`config.mk`:
```
export PLATFORM = sky130hd
export DESIGN_NAME = fetch_unit
export DESIGN_NICKNAME = d
export VERILOG_FILES = /design/src/rtl/riscv_pkg.sv /design/src/rtl/fetch_buffer.sv /design/src/rtl/fetch_unit.sv
export SDC_FILE = /design/constraint.sdc
export NUM_CORES = 1
export LEC_CHECK = 0
export ABC_AREA = 1
export ABC_CLOCK_PERIOD_IN_PS = 3250
export CELL_PAD_IN_SITES_DETAIL_PLACEMENT = 1
export CELL_PAD_IN_SITES_GLOBAL_PLACEMENT = 2
export CORE_UTILIZATION = 26
export DETAILED_ROUTE_END_ITERATION = 10
export PLACE_DENSITY = 0.85
export SLEW_MARGIN = 20
export SYNTH_ARGS = -nofsm -noshare
export SYNTH_HDL_FRONTEND = slang
export SYNTH_HIERARCHICAL = 1
export SYNTH_SLANG_ARGS = --single-unit
```
`constraint.sdc`:
```
create_clock -name clk -period 3.25 [get_ports clk]
set_clock_uncertainty 0.2 [all_clocks]
set_input_delay 0.65 -clock clk [delete_from_list [all_inputs] [get_ports clk]]
set_output_delay 0.65 -clock clk [all_outputs]
set_load 0.02 [all_outputs]
```
`src/rtl/riscv_pkg.sv`:
```
// Shared fetch-stage types and defaults.
package riscv_pkg;

  localparam int XLEN = 32;
  localparam int ILEN = 32;
  localparam logic [XLEN-1:0] RESET_PC = 32'h0000_0000;

  typedef struct packed {
    logic [XLEN-1:0] pc;
    logic [ILEN-1:0] instr;
    logic            filled;
  } fetch_entry_t;

endpackage

```
`src/rtl/fetch_buffer.sv`:
```
// Circular buffer of fetched entries: allocated in request order,
// filled in response order, popped in program order.
module fetch_buffer
  import riscv_pkg::*;
#(
  parameter int DEPTH = 2,
  localparam int AW = (DEPTH > 1) ? $clog2(DEPTH) : 1,
  localparam int CW = AW + 1
) (
  input  logic            clk,
  input  logic            rst_n,
  input  logic            flush,
  input  logic            alloc,
  input  logic [XLEN-1:0] alloc_pc,
  input  logic            fill,
  input  logic [ILEN-1:0] fill_data,
  input  logic            pop,
  output fetch_entry_t    head,
  output logic [CW-1:0]   count,
  output logic [CW-1:0]   unfilled
);

  fetch_entry_t entries [DEPTH];
  logic [AW-1:0] head_ptr;
  logic [AW-1:0] tail_ptr;
  logic [AW-1:0] fill_ptr;
  logic [CW-1:0] count_q;
  logic [CW-1:0] unfilled_q;
  logic          do_fill;
  logic          do_pop;

  // A response with nothing waiting for it is dropped rather than corrupting an entry.
  assign do_fill  = fill && (unfilled_q != '0);
  assign do_pop   = pop && entries[head_ptr].filled;
  assign head     = entries[head_ptr];
  assign count    = count_q;
  assign unfilled = unfilled_q;

  always_ff @(posedge clk) begin
    if (!rst_n) begin
      for (int i = 0; i < DEPTH; i++) entries[i] <= '0;
      head_ptr   <= '0;
      tail_ptr   <= '0;
      fill_ptr   <= '0;
      count_q    <= '0;
      unfilled_q <= '0;
    end else if (flush) begin
      for (int i = 0; i < DEPTH; i++) entries[i].filled <= 1'b0;
      head_ptr   <= '0;
      tail_ptr   <= '0;
      fill_ptr   <= '0;
      count_q    <= '0;
      unfilled_q <= '0;
    end else begin
      // Freed slots must lose their filled flag or the head could wrap onto stale data.
      if (do_pop) begin
        entries[head_ptr].filled <= 1'b0;
        head_ptr <= head_ptr + AW'(1);
      end
      if (alloc) begin
        entries[tail_ptr].pc     <= alloc_pc;
        entries[tail_ptr].filled <= 1'b0;
        tail_ptr <= tail_ptr + AW'(1);
      end
      if (do_fill) begin
        entries[fill_ptr].instr  <= fill_data;
        entries[fill_ptr].filled <= 1'b1;
        fill_ptr <= fill_ptr + AW'(1);
      end
      count_q    <= count_q + CW'(alloc) - CW'(do_pop);
      unfilled_q <= unfilled_q + CW'(alloc) - CW'(do_fill);
    end
  end

endmodule

```
`src/rtl/fetch_unit.sv`:
```
// Instruction fetch stage: PC ownership, memory requests, redirect handling.
// XLEN must match riscv_pkg::XLEN since buffer entries use the package struct.
module fetch_unit
  import riscv_pkg::*;
#(
  parameter int              XLEN     = riscv_pkg::XLEN,
  parameter logic [XLEN-1:0] RESET_PC = riscv_pkg::RESET_PC,
  parameter int              DEPTH    = 2
) (
  input  logic            clk,
  input  logic            rst_n,
  output logic            imem_req,
  output logic [XLEN-1:0] imem_addr,
  input  logic            imem_gnt,
  input  logic            imem_rvalid,
  input  logic [XLEN-1:0] imem_rdata,
  input  logic            redirect_valid,
  input  logic [XLEN-1:0] redirect_pc,
  output logic            if_valid,
  input  logic            if_ready,
  output logic [XLEN-1:0] if_instr,
  output logic [XLEN-1:0] if_pc,
  output logic [XLEN-1:0] if_pc_plus4
);

  localparam int CW = ((DEPTH > 1) ? $clog2(DEPTH) : 1) + 1;

  logic [XLEN-1:0] pc_q;
  logic [CW-1:0]   drop_cnt;
  logic [CW-1:0]   count;
  logic [CW-1:0]   unfilled;
  fetch_entry_t    head;
  logic            alloc;
  logic            fill;
  logic            pop;
  logic            full;

  assign full      = (count == CW'(DEPTH));
  assign imem_req  = rst_n && !redirect_valid && !full && (drop_cnt == '0);
  assign imem_addr = pc_q;
  assign alloc     = imem_req && imem_gnt;
  assign fill      = imem_rvalid && !redirect_valid && (drop_cnt == '0);

  assign if_valid    = head.filled;
  assign pop         = if_valid && if_ready && !redirect_valid;
  assign if_instr    = if_valid ? head.instr : '0;
  assign if_pc       = if_valid ? head.pc : '0;
  assign if_pc_plus4 = if_valid ? head.pc + XLEN'(4) : '0;

  fetch_buffer #(.DEPTH(DEPTH)) u_buffer (
    .clk       (clk),
    .rst_n     (rst_n),
    .flush     (redirect_valid),
    .alloc     (alloc),
    .alloc_pc  (pc_q),
    .fill      (fill),
    .fill_data (imem_rdata),
    .pop       (pop),
    .head      (head),
    .count     (count),
    .unfilled  (unfilled)
  );

  // Outstanding = already-dropping + unfilled; a response landing this cycle is one of them.
  always_ff @(posedge clk) begin
    if (!rst_n) begin
      pc_q     <= RESET_PC;
      drop_cnt <= '0;
    end else if (redirect_valid) begin
      pc_q     <= {redirect_pc[XLEN-1:2], 2'b00};
      drop_cnt <= drop_cnt + unfilled - CW'(imem_rvalid);
    end else begin
      if (alloc) pc_q <= pc_q + XLEN'(4);
      if (imem_rvalid && (drop_cnt != '0)) drop_cnt <= drop_cnt - CW'(1);
    end
  end

  rvalid_has_owner: assert property (@(posedge clk) disable iff (!rst_n)
    imem_rvalid |-> ((drop_cnt != '0) || (unfilled != '0)));

endmodule

```
==> results.txt <==
The die extent in x came out at 196 microns. The cell with the largest stage delay on the worst path is dfxtp_4. The synthesis-stage register bit count came out at 170. The multi-input combinational cells in the finished layout cover a total of 4350 sq um. The post-synthesis sequential area ratio is 0.479. The prevailing post-synth register cell is edfxtp_1.

In this run the static leakage power is 6.66 nW. The area growth from synthesis to layout is 42.5%. Summed over all layers, the routed wires come to 33,200 microns. The fraction of registers with async set or reset after synthesis is 0. STA classifies the critical path startpoint as a flop. The total of fill cells in the finished design is 4,528. The via count of the first global-routing pass came out at 9,954.

The number of standard cells in the layout, taps in and fillers out is 2,177. Of all nets on the critical path, the largest fanout is 5. The detail-routed via count per cell is 4.37. For this run, the total global-route usage over all layers was measured as 0.174. In this design, the largest share of critical-path delay is due to simple AND/OR/NAND/NOR gates. Buffers inserted during clock tree synthesis total 17.

The area enclosed by the die boundary is 38,400 sq um. The stage delay of the slowest cell on the critical path came out at 0.41 ns. The unique cell type count in the Yosys netlist is 42.

The maximum clock frequency is 312 MHz. The number of nets in the finished design came out at 1,738. The cell chosen for the clock root is clkbuf_16. The first-pass iteration count of the detailed router is 4. The register area came out at 4690 sq um. The data required time at the worst endpoint came out at 2.40 ns. VDD sags by at most 355 uV.

Walking the worst path, the cells encountered are buf_6 -> nand2_1 -> nand2_2 -> buf_6 -> nand3_4 -> nor2_4 -> nand2_4 -> nor2_4 -> nand2_4 -> nor2_4 -> buf_4 -> nand2_1 -> nand2_1 -> nor2_1 -> buf_4. The maximum number of pins on one net before global-route repair came out at 35. The residual antenna-violating net count after detailed routing is 0.

The worst setup path is captured at an output port. Dividing the synthesized area by the synthesized cell count gives 7.16 sq um. Of all cell types, the one taking the most synthesized area is edfxtp_1.

The fraction of final layout cells with drive strength greater than 1 came out at 0.179. After synthesis, the cell types taking the most area are edfxtp_1 (39%), nand2_1 (18%), nor2_1 (9.2%). 200 I/O pins were placed.

Buffers inserted to repair hold after CTS numbered 0. The number of max-slew violations in the final report came out at 0. The detailed router placed 9,510 vias in this run. The count of H-tree levels built during CTS came out at 4.

The sum of net half-perimeters after detailed placement came out at 24,300 microns. TritonCTS built the clock tree. The routability congestion estimate from global placement is 0.825. The synthesized design contains 128 enable-type register cells. The area share of the leading cell type in the synthesized netlist came out at 0.393.

Dividing total power by cell area gives a power density of 362 nW/um^2. The first-iteration detailed-routing DRC count came out at 466. The critical path in this run is classified as reg -> out. The die boundary height is 196 microns.

The number of design rule violations left after detail routing came out at 0. The average routed wire per standard cell is 15.2 microns. The worst slew slack as a fraction of its limit is 0.409.

The clock transition at the register clock pins on the worst setup and hold paths after CTS came out at 0.06 ns. The initial core utilization came out at 0.265. The number of placement rows is 70. The arrival time at the worst endpoint came out at 2.35 ns.

The number of clock sinks came out at 170. The final critical-path required period came out at 3.20 ns. The cell count after synthesis came out at 1,368. The synthesized netlist occupies a cell area of 9790 sq um. Counting tap cells, the placed design contains a total of 2,121 instances.

Setup repair after global routing could not meet its margin everywhere. The area of the placeable core came out at 36,900 sq um. The first global-routing pass estimated 52,400 microns of wire.

The buffers plus inverters on the worst setup path is 4. The number of antenna violations at the first check in global routing came out at 1. The count of input and output buffers is 195. The total count of hold-check failures in the final report is 0.

The tool flagged a number of max-cap violations equal to 0. For the pin with the worst max-slew slack, the measured transition is 0.886 ns. Setup violations remaining at the end of the flow were counted as 0. Yosys printed 6 warnings. The share of the clock period used by the worst path came out at 0.986. The worst setup timing slack at the placement stage is -0.117 ns. The worst min-delay path category is reg -> reg. The clock insertion delay at the later pin of the skew report is 0.43 ns. nand2_1 is the most common cell in the netlist. The run finished with clean final reports. Counting along the longest clock path gives a buffer depth of 2.

By count the netlist is led by nand2_1 (468), nor2_1 (241), inv_1 (218). The setup slack after layout is 0.0451 ns. The leftover overflow at the end of global routing came out at 0.
## layer usage
layer	vias up	GRT usage	routed length, microns
li1	4768	-	-
met1	4576	0.224	15500
met2	137	0.306	16500
met3	29	0.0191	746
met4	0	0.0475	471
met5	-	0	0
## report_power, final
group | internal, mW | total (mW) | leakage, nW | switching [mW]
Clock | 1.13 | 2.01 | 0.276 | 0.881
Sequential | 2.41 | 2.48 | 1.67 | 0.0714
Combinational | 0.240 | 0.554 | 4.71 | 0.314
## path summary, 6_finish.rpt
| check | startpoint | to | slack, ns | depth (start not counted) |
|---|---|---|---|---|
| hold / removal | drop_cnt[1] | drop_cnt[1] | 0.31 | 2 |
| hold reg to reg | drop_cnt[1] | drop_cnt[1] | 0.31 | 2 |
| setup / recovery | flop | if_pc_plus4[19] | 0.05 | 15 |
| setup reg to reg | flop | u_buffer/count[1] | 0.32 | 15 |
## through the flow
stage               utilization  area, sq um  hold slack [ns]  setup TNS, ns  total power, mW
global route              0.378        13900            0.340         -0.897             5.24
global placement          0.352        13000            0.272         -0.512             3.04
detailed placement        0.352        13000            0.297         -0.779             3.06
finish                    0.378        13900            0.308              0             5.05
CTS                       0.370        13600            0.307        -0.0359             5.09
floorplan                     -         9800            0.259              0             2.76
## cells in the final DEF (no fill, tap or decap), types with 35 or more instances in the layout
cell type / instances
edfxtp_1: 128
dlygate4sd2_1: 70
nor2_1: 218
a21oi_1: 35
buf_4: 123
nand3_1: 53
nand2_2: 41
inv_1: 216
nand2_1: 422
dfxtp_1: 41
clkdlybuf4s50_1: 98
## worst reg2reg max path, delay by kind of cell (launching register included)
kind,cells,cell delay (ns)
compound gates,1,0.30
buf+inv,4,0.61
fa+ha+maj,2,0.43
flops,1,0.41
xor+xnor,1,0.18
simple gates,7,0.69
## sequential cells by signal, indices dropped and copies added (netlist names), named ones only
name and cells:
u_buffer/fill_ptr 1, u_buffer/tail_ptr 1, u_buffer/count 2, u_buffer/head_ptr 1, imem_addr 30, drop_cnt 2, u_buffer/entries 130, u_buffer/unfilled 2
## cells by family after synthesis
kind of cell	Yosys count	share of synthesized area
adders and majority gates	9	0.0115
xor gates and xnor gates	13	0.0116
AOI/OAI and AO/OA	83	0.0459
and+or+nand+nor	818	0.340
DFF	170	0.479
buffers and inverters	274	0.112
other	1	0.000383
## area by class of cell
class                           instances  area share
Antenna cell                            1    0.000179
Clock buffer                           17      0.0305
Clock inverter                         15      0.0109
Inverter                              222      0.0603
Multi-Input combinational cell        927       0.312
Sequential cell                       170       0.336
Tap cell                              504      0.0452
Timing Repair Buffer                  321       0.205
## timing repair
item / 4_1_cts / 5_1_grt
pin swaps: 6 / 31
setup endpoints to repair: 97 / 25
gates cloned: 1 / 0
resized for setup: 210 / 92
setup buffers: 7 / 15
(Power assumes the default switching activity.)
